`src/rtl/uart_tx_mmio_pkg.sv`:
```
// Shared definitions for the memory-mapped UART transmitter: FSM state
// encodings, register offsets and the STATUS word packing helper.
package uart_tx_mmio_pkg;

  typedef enum logic [1:0] {
    UART_IDLE  = 2'd0,
    UART_START = 2'd1,
    UART_DATA  = 2'd2,
    UART_STOP  = 2'd3
  } uart_state_t;

  localparam logic [31:0] UART_TXDATA_OFS = 32'd0;
  localparam logic [31:0] UART_STATUS_OFS = 32'd4;

  // STATUS layout: bit0 full, bit1 empty, bit2 busy, bit3 overflow.
  function automatic logic [31:0] pack_status(input logic full, input logic empty,
                                              input logic busy, input logic ovf);
    return {28'd0, ovf, busy, empty, full};
  endfunction

endpackage

```
`src/rtl/sync_fifo.sv`:
```
// Single-clock show-ahead FIFO. A push while full is accepted only when a
// pop happens in the same cycle, so the occupancy then stays unchanged.
module sync_fifo
  import uart_tx_mmio_pkg::*;
#(
  parameter int WIDTH = 8,
  parameter int DEPTH = 8
) (
  input  logic                   clk,
  input  logic                   rst,
  input  logic                   push,
  input  logic                   pop,
  input  logic [WIDTH-1:0]       din,
  output logic [WIDTH-1:0]       dout,
  output logic                   full,
  output logic                   empty,
  output logic [$clog2(DEPTH):0] count
);

  localparam int AW = $clog2(DEPTH);
  localparam logic [AW:0] DEPTH_C = (AW + 1)'(DEPTH);

  logic [WIDTH-1:0] mem_r [DEPTH];
  logic [AW-1:0]    wr_ptr_r;
  logic [AW-1:0]    rd_ptr_r;
  logic [AW:0]      count_r;
  logic             pop_ok_s;
  logic             push_ok_s;

  assign pop_ok_s  = pop && (count_r != (AW + 1)'(0));
  assign push_ok_s = push && ((count_r != DEPTH_C) || pop_ok_s);

  assign dout  = mem_r[rd_ptr_r];
  assign full  = (count_r == DEPTH_C);
  assign empty = (count_r == (AW + 1)'(0));
  assign count = count_r;

  // Storage write; contents need no reset since count gates visibility.
  always_ff @(posedge clk) begin
    if (push_ok_s && !rst) begin
      mem_r[wr_ptr_r] <= din;
    end
  end

  // Pointers wrap naturally at the power-of-two depth; count tracks occupancy.
  always_ff @(posedge clk) begin
    if (rst) begin
      wr_ptr_r <= AW'(0);
      rd_ptr_r <= AW'(0);
      count_r  <= (AW + 1)'(0);
    end else begin
      if (push_ok_s) begin
        wr_ptr_r <= wr_ptr_r + AW'(1);
      end
      if (pop_ok_s) begin
        rd_ptr_r <= rd_ptr_r + AW'(1);
      end
      case ({push_ok_s, pop_ok_s})
        2'b10:   count_r <= count_r + (AW + 1)'(1);
        2'b01:   count_r <= count_r - (AW + 1)'(1);
        default: count_r <= count_r;
      endcase
    end
  end

endmodule

```
`src/rtl/uart_tx_mmio.sv`:
```
// Memory-mapped 8N1 UART transmitter: TXDATA pushes bytes into a FIFO,
// STATUS reports full/empty/busy/overflow and clears overflow on write.
module uart_tx_mmio
  import uart_tx_mmio_pkg::*;
#(
  parameter logic [31:0] BASE_ADDR    = 32'h0002_0000,
  parameter int          CLKS_PER_BIT = 868,
  parameter int          FIFO_DEPTH   = 8
) (
  input  logic        clk,
  input  logic        rst,
  input  logic        is_store,
  input  logic        is_load,
  input  logic [31:0] addr,
  input  logic [31:0] wdata,
  output logic [31:0] rdata,
  output logic        hit,
  output logic        tx,
  output logic        busy
);

  localparam int          CW        = $clog2(FIFO_DEPTH) + 1;
  localparam logic [15:0] BAUD_LAST = 16'(CLKS_PER_BIT - 1);

  uart_state_t state_r, state_nx_s;
  logic [7:0]  shift_r, shift_nx_s;
  logic [2:0]  bit_r, bit_nx_s;
  logic [15:0] baud_r, baud_nx_s;
  logic        tx_r, tx_nx_s;
  logic        busy_r, busy_nx_s;
  logic        ovf_r;

  logic          sel_txdata_s, sel_status_s;
  logic          push_s, pop_s, push_acc_s;
  logic          ovf_set_s, ovf_clr_s, baud_done_s;
  logic          fifo_full_s, fifo_empty_s;
  logic [7:0]    fifo_dout_s;
  logic [CW-1:0] fifo_count_s, count_nx_s;
  logic          unused_wdata_s;

  assign sel_txdata_s = (addr == (BASE_ADDR + UART_TXDATA_OFS));
  assign sel_status_s = (addr == (BASE_ADDR + UART_STATUS_OFS));
  assign hit          = sel_txdata_s || sel_status_s;

  // A load to TXDATA (even with is_store) must not enqueue anything.
  assign push_s      = is_store && !is_load && sel_txdata_s;
  assign pop_s       = (state_r == UART_IDLE) && !fifo_empty_s;
  assign push_acc_s  = push_s && (!fifo_full_s || pop_s);
  assign ovf_set_s   = push_s && !push_acc_s;
  assign ovf_clr_s   = is_store && sel_status_s && wdata[3];
  assign baud_done_s = (baud_r == BAUD_LAST);

  assign unused_wdata_s = ^wdata[31:8];

  assign tx   = tx_r;
  assign busy = busy_r;

  sync_fifo #(.WIDTH(8), .DEPTH(FIFO_DEPTH)) u_fifo (
    .clk   (clk),
    .rst   (rst),
    .push  (push_s),
    .pop   (pop_s),
    .din   (wdata[7:0]),
    .dout  (fifo_dout_s),
    .full  (fifo_full_s),
    .empty (fifo_empty_s),
    .count (fifo_count_s)
  );

  // STATUS readback from pre-edge state; every other address reads zero.
  always_comb begin
    rdata = 32'd0;
    if (sel_status_s) begin
      rdata = pack_status(fifo_full_s, fifo_empty_s, busy_r, ovf_r);
    end else begin
      rdata = 32'd0;
    end
  end

  // Frame sequencing: next state, shift/bit/baud counters and the tx level.
  always_comb begin
    state_nx_s = state_r;
    shift_nx_s = shift_r;
    bit_nx_s   = bit_r;
    baud_nx_s  = baud_r;
    case (state_r)
      UART_IDLE: begin
        if (!fifo_empty_s) begin
          state_nx_s = UART_START;
          shift_nx_s = fifo_dout_s;
          bit_nx_s   = 3'd0;
          baud_nx_s  = 16'd0;
        end else begin
          state_nx_s = UART_IDLE;
        end
      end
      UART_START: begin
        if (baud_done_s) begin
          state_nx_s = UART_DATA;
          baud_nx_s  = 16'd0;
        end else begin
          baud_nx_s = baud_r + 16'd1;
        end
      end
      UART_DATA: begin
        if (baud_done_s) begin
          baud_nx_s  = 16'd0;
          shift_nx_s = {1'b0, shift_r[7:1]};
          if (bit_r == 3'd7) begin
            state_nx_s = UART_STOP;
            bit_nx_s   = 3'd0;
          end else begin
            bit_nx_s = bit_r + 3'd1;
          end
        end else begin
          baud_nx_s = baud_r + 16'd1;
        end
      end
      UART_STOP: begin
        if (baud_done_s) begin
          state_nx_s = UART_IDLE;
          baud_nx_s  = 16'd0;
        end else begin
          baud_nx_s = baud_r + 16'd1;
        end
      end
      default: begin
        state_nx_s = UART_IDLE;
        baud_nx_s  = 16'd0;
        bit_nx_s   = 3'd0;
      end
    endcase

    case (state_nx_s)
      UART_START: tx_nx_s = 1'b0;
      UART_DATA:  tx_nx_s = shift_nx_s[0];
      default:    tx_nx_s = 1'b1;
    endcase
  end

  // Occupancy after this edge, so busy can be registered without lagging.
  always_comb begin
    count_nx_s = fifo_count_s;
    case ({push_acc_s, pop_s})
      2'b10:   count_nx_s = fifo_count_s + CW'(1);
      2'b01:   count_nx_s = fifo_count_s - CW'(1);
      default: count_nx_s = fifo_count_s;
    endcase
    busy_nx_s = (state_nx_s != UART_IDLE) || (count_nx_s != CW'(0));
  end

  // Transmitter state and registered line/busy outputs; reset aborts a frame.
  always_ff @(posedge clk) begin
    if (rst) begin
      state_r <= UART_IDLE;
      shift_r <= 8'd0;
      bit_r   <= 3'd0;
      baud_r  <= 16'd0;
      tx_r    <= 1'b1;
      busy_r  <= 1'b0;
    end else begin
      state_r <= state_nx_s;
      shift_r <= shift_nx_s;
      bit_r   <= bit_nx_s;
      baud_r  <= baud_nx_s;
      tx_r    <= tx_nx_s;
      busy_r  <= busy_nx_s;
    end
  end

  // Sticky overflow; a dropped push in the same cycle as a clear wins.
  always_ff @(posedge clk) begin
    if (rst) begin
      ovf_r <= 1'b0;
    end else if (ovf_set_s) begin
      ovf_r <= 1'b1;
    end else if (ovf_clr_s) begin
      ovf_r <= 1'b0;
    end else begin
      ovf_r <= ovf_r;
    end
  end

endmodule
```
`config.mk`:
```
export PLATFORM = sky130hd
export DESIGN_NAME = uart_tx_mmio
export DESIGN_NICKNAME = d
export VERILOG_FILES = /design/src/rtl/uart_tx_mmio_pkg.sv /design/src/rtl/sync_fifo.sv /design/src/rtl/uart_tx_mmio.sv
export SDC_FILE = /design/constraint.sdc
export NUM_CORES = 1
export LEC_CHECK = 0
export CAP_MARGIN = 20
export CELL_PAD_IN_SITES_DETAIL_PLACEMENT = 0
export CELL_PAD_IN_SITES_GLOBAL_PLACEMENT = 2
export CORE_ASPECT_RATIO = 0.75
export CORE_UTILIZATION = 30
export DETAILED_ROUTE_END_ITERATION = 16
export PLACE_DENSITY_LB_ADDON = 0.1
export SLEW_MARGIN = 15
export SYNTH_ARGS = -nofsm -noshare
export SYNTH_HDL_FRONTEND = slang
export SYNTH_SLANG_ARGS = --single-unit
```
`constraint.sdc`:
```
create_clock -name clk -period 2.9 [get_ports clk]
set_clock_uncertainty 0.1 [all_clocks]
set_input_delay 0.58 -clock clk [delete_from_list [all_inputs] [get_ports clk]]
set_output_delay 0.58 -clock clk [all_outputs]
set_load 0.02 [all_outputs]
```
==> run_results.csv <==
group,metric,value,unit
worst_setup_path,path_max_fanout,4,
synth,synthesis.yosys.warnings,0,
cts,ctsHtreeMaxLevel,3,
route,wirelength,11570,microns
place,gpl.final_weighted_congestion,0.7460,
cts,clk_path_buf_depth,2,
worst_setup_path,setup.worst_path.end_class,"output pin",
global_routing,groute.usage.overall,14.03,%
die,design.portCount,103,
cts,cts_tree,"done",
cells_and_area,area_growth,23.44,%
cts,cts.clk_slew.worst_paths,0.07,ns
timing,final_hold_viol_count,0,
cells_and_area,layout_cells_sized_above_1,20.59,%
worst_setup_path,crit_path_start_kind,"primary input",
global_routing,grtUsageMet3,4.164,%
worst_setup_path,timing.setup.critical_path_class,"primary input to output pin",
timing,rsz0062_at_grt,"no",
synth,synth.largest_area_cell,"sky130_fd_sc_hd__edfxtp_1",
timing,slew_headroom,58.65,%
timing,finalWorstSetupSlack,0.1512,ns
global_routing,grt_util_met2,21.60,%
cells_and_area,commonest_non_fill_non_tap_cell_in_the_layout,"sky130_fd_sc_hd__edfxtp_1",
cells_and_area,final_core_utilization,38.48,%
global_routing,globalRouteMet1Util,19.30,%
cells_and_area,num_antenna_cells,0,
timing,tightestPinTransition,0.6203,ns
die,placementRows,40,
global_routing,grt_pass1_wl,18600,microns
synth,post_synth_num_cell_types,54,
global_routing,number_of_global_route_vias_before_repair,3416,
synth,post_synth_instance_area,5071,sq um
synth,postSynth.topFlopCell,"sky130_fd_sc_hd__edfxtp_1",
timing,clock.fmax,0.3638,GHz
cells_and_area,final_cell_mix,"64 x sky130_fd_sc_hd__edfxtp_1, 49 x sky130_fd_sc_hd__nor2_1, 45 x sky130_fd_sc_hd__dfxtp_1",
route,wl_per_cell,16.19,microns
worst_setup_path,crit_path_max_cell_delay,0.43,ns
place,placedInstanceArea,5917,sq um
pwr,pwr_density,751.6,nW/um^2
synth,edff_count_synth,64,
route,first_drt_pass_iteration_count,10,
synth,yosys-top-cells-area,"sky130_fd_sc_hd__edfxtp_1 38%, sky130_fd_sc_hd__dfxtp_1 18%, sky130_fd_sc_hd__mux4_2 7.1%",
synth,seq_area_frac_synth,55.66,%
worst_setup_path,reg2regPathDepth,12,
cells_and_area,fin_cells,715,
route,detail-route-antenna-nets,0,
worst_setup_path,critical-path-slowest-cell,"sky130_fd_sc_hd__clkdlybuf4s50_1",
route,detail_route.drc_violations,10,
worst_setup_path,timing.critical_path.max_delay_family,"simple AND/OR/NAND/NOR gates",
die,core,16270,sq um
place,buffer_ports.inserted,50,
die,floorplan.die.width,152.1,microns
timing,setup_viol_count_final,0,
cells_and_area,layout.cell_area.non_filler,6260,sq um
place,dp_hpwl,8078,microns
cts,clock_insertion_delay_worst_skew,0.35,ns
worst_setup_path,cp_data_arrival_time,2.07,ns
timing,layout_min_cycle_time,2.749,ns
worst_setup_path,number_of_logic_stages_on_the_critical_path_including_buffering,7,
timing,fin_hold_ws,0.3619,ns
flow_run,max_cap_violations,0,
global_routing,grt_overflow,0,
synth,avgSynthCellArea,11.79,sq um
global_routing,gr-max-usage-layer,"met2",
cells_and_area,num-nets-final,578,
route,via_count,3547,
cts,hold_fix_buffers_at_cts,0,
status,outcome,"finished with violations",
synth,netlist_instances,430,
die,die_h,114.6,microns
global_routing,antenna_found_initial,0,
synth,synth-seq-cells,109,
worst_setup_path,worst_ep_required_time,2.22,ns
place,post-place-ws,-0.3825,ns
cts,root_buffer,"sky130_fd_sc_hd__clkbuf_16",
pwr,cellLeakagePower,2.097,nW
route,dr.first_iter.drc_count,207,
hold_path,min_delay_path_depth,2,
place,placed_cells_incl_taps,697,
die,die-area,17430,sq um
timing,timing.final.crit_share,94.79,%
synth,yosysTopAreaCellShare,37.90,%
cts,cts_buffers,9,
die,floorplan.initialDensity,31.18,%
timing,drv_slew,0,
worst_setup_path,worst_path_cell_trace,"clkdlybuf4s50_1, nor4_2, nand4_1, nor2_4, nand2_2, nor2_1, buf_2",
global_routing,grt_max_degree,30,
hold_path,hold_class,"register to register",
worst_setup_path,timing.critical_path.buf_inv,2,
synth,async_reset_ff_share,0,%
cts,clock_sinks,109,
route,number_of_vias_per_cell_after_detailed_routing,4.961,
pwr,vdd_drop_max,0.2850,mV
status,failed_checks,"DRC",
power by group:
group,total (mW),leakage (nW),switching (mW),internal [mW]
Combinational,1.67,1.02,0.931,0.738
Sequential,1.84,0.941,0.0943,1.75
Clock,1.19,0.135,0.589,0.601
Total,4.70,2.10,1.62,3.09
kinds of logic (layout without fill, tap and decap cells):
family / Yosys count / after routing / share of synthesized area [%]
xor+xnor: 7 / 7 / 1.209
buf+inv: 58 / 106 / 6.390
simple gates: 145 / 145 / 14.56
compound gates: 73 / 73 / 10.26
fa+ha+maj: 10 / 10 / 2.467
mux: 27 / 27 / 9.376
other cells: 1 / 28 / 0.07395
flops: 109 / 109 / 55.66
synth_stat cells (6+ instances only):
cell type / count
sky130_fd_sc_hd__nand3_1: 10
sky130_fd_sc_hd__nor2_1: 50
sky130_fd_sc_hd__buf_4: 28
sky130_fd_sc_hd__a221oi_1: 8
sky130_fd_sc_hd__edfxtp_1: 64
sky130_fd_sc_hd__a311oi_1: 11
sky130_fd_sc_hd__inv_1: 6
sky130_fd_sc_hd__a21oi_1: 20
sky130_fd_sc_hd__o21ai_0: 8
sky130_fd_sc_hd__ha_1: 10
sky130_fd_sc_hd__nor3_1: 12
sky130_fd_sc_hd__mux4_2: 16
sky130_fd_sc_hd__nand2_1: 26
sky130_fd_sc_hd__nor4_1: 9
sky130_fd_sc_hd__mux2i_1: 7
sky130_fd_sc_hd__dfxtp_1: 45
sky130_fd_sc_hd__clkbuf_1: 21
final timing paths:
check	slack [ns]	startpoint	endpoint
worst max register to register	0.37	u_fifo.count[1]$_SDFFE_PP0P_	u_fifo.count[3]$_SDFFE_PP0P_
worst min-delay path	0.36	bit_r[2]$_SDFFE_PP0P_	bit_r[2]$_SDFFE_PP0P_
worst max-delay path	0.15	addr[14]	rdata[0]
worst min register to register	0.36	bit_r[2]$_SDFFE_PP0P_	bit_r[2]$_SDFFE_PP0P_
area by class of cell:
class                   count  area [sq um]
clock inverters             7         61.31
inverters                   6         22.52
flip-flops and latches    109          2823
well taps                 210         262.8
fillers                  1561         10010
repair buffers             84         738.2
clock buffers               9         225.2
multi-input cells         290          2127
state kept, by name, indices dropped and copies added, names as in the netlist, named ones only:
name,flops
shift_r,8
u_fifo.wr_ptr_r,3
bit_r,3
tx,1
u_fifo.mem_r,64
u_fifo.count,4
ovf_r,1
u_fifo.rd_ptr_r,3
state_r,2
baud_r,16
busy,1
per-layer routing:
| metal | wire length [microns] | vias up | part of all wire, % |
|---|---|---|---|
| met5 | 0 | - | 0 |
| met4 | 97 | 0 | 0.84 |
| met3 | 591 | 7 | 5.1 |
| met2 | 5060 | 98 | 44 |
| met1 | 5823 | 1721 | 50 |
| li1 | - | 1721 | - |
repair_timing:
action | in CTS | in global routing
setup endpoints to repair | 14 | 25
gates resized for setup | 21 | 12
buffers inserted | 2 | 0
gates cloned | 0 | 0
pin swaps | 3 | 4
tightest hold or removal path: stages (launching register included):
cell and delay (ns):
sky130_fd_sc_hd__dfxtp_1 0.32, sky130_fd_sc_hd__nand2_1 0.05, sky130_fd_sc_hd__a21oi_1 0.05
through the flow:
stage	TNS (ns)	power, mW
final	0	4.705
after floorplan	0	2.972
after global placement	-18.47	3.515
after detailed placement	-19.54	3.519
after CTS	0	4.740
after global routing	0	5.032
Note: power is estimated with default switching activity, not from simulation.
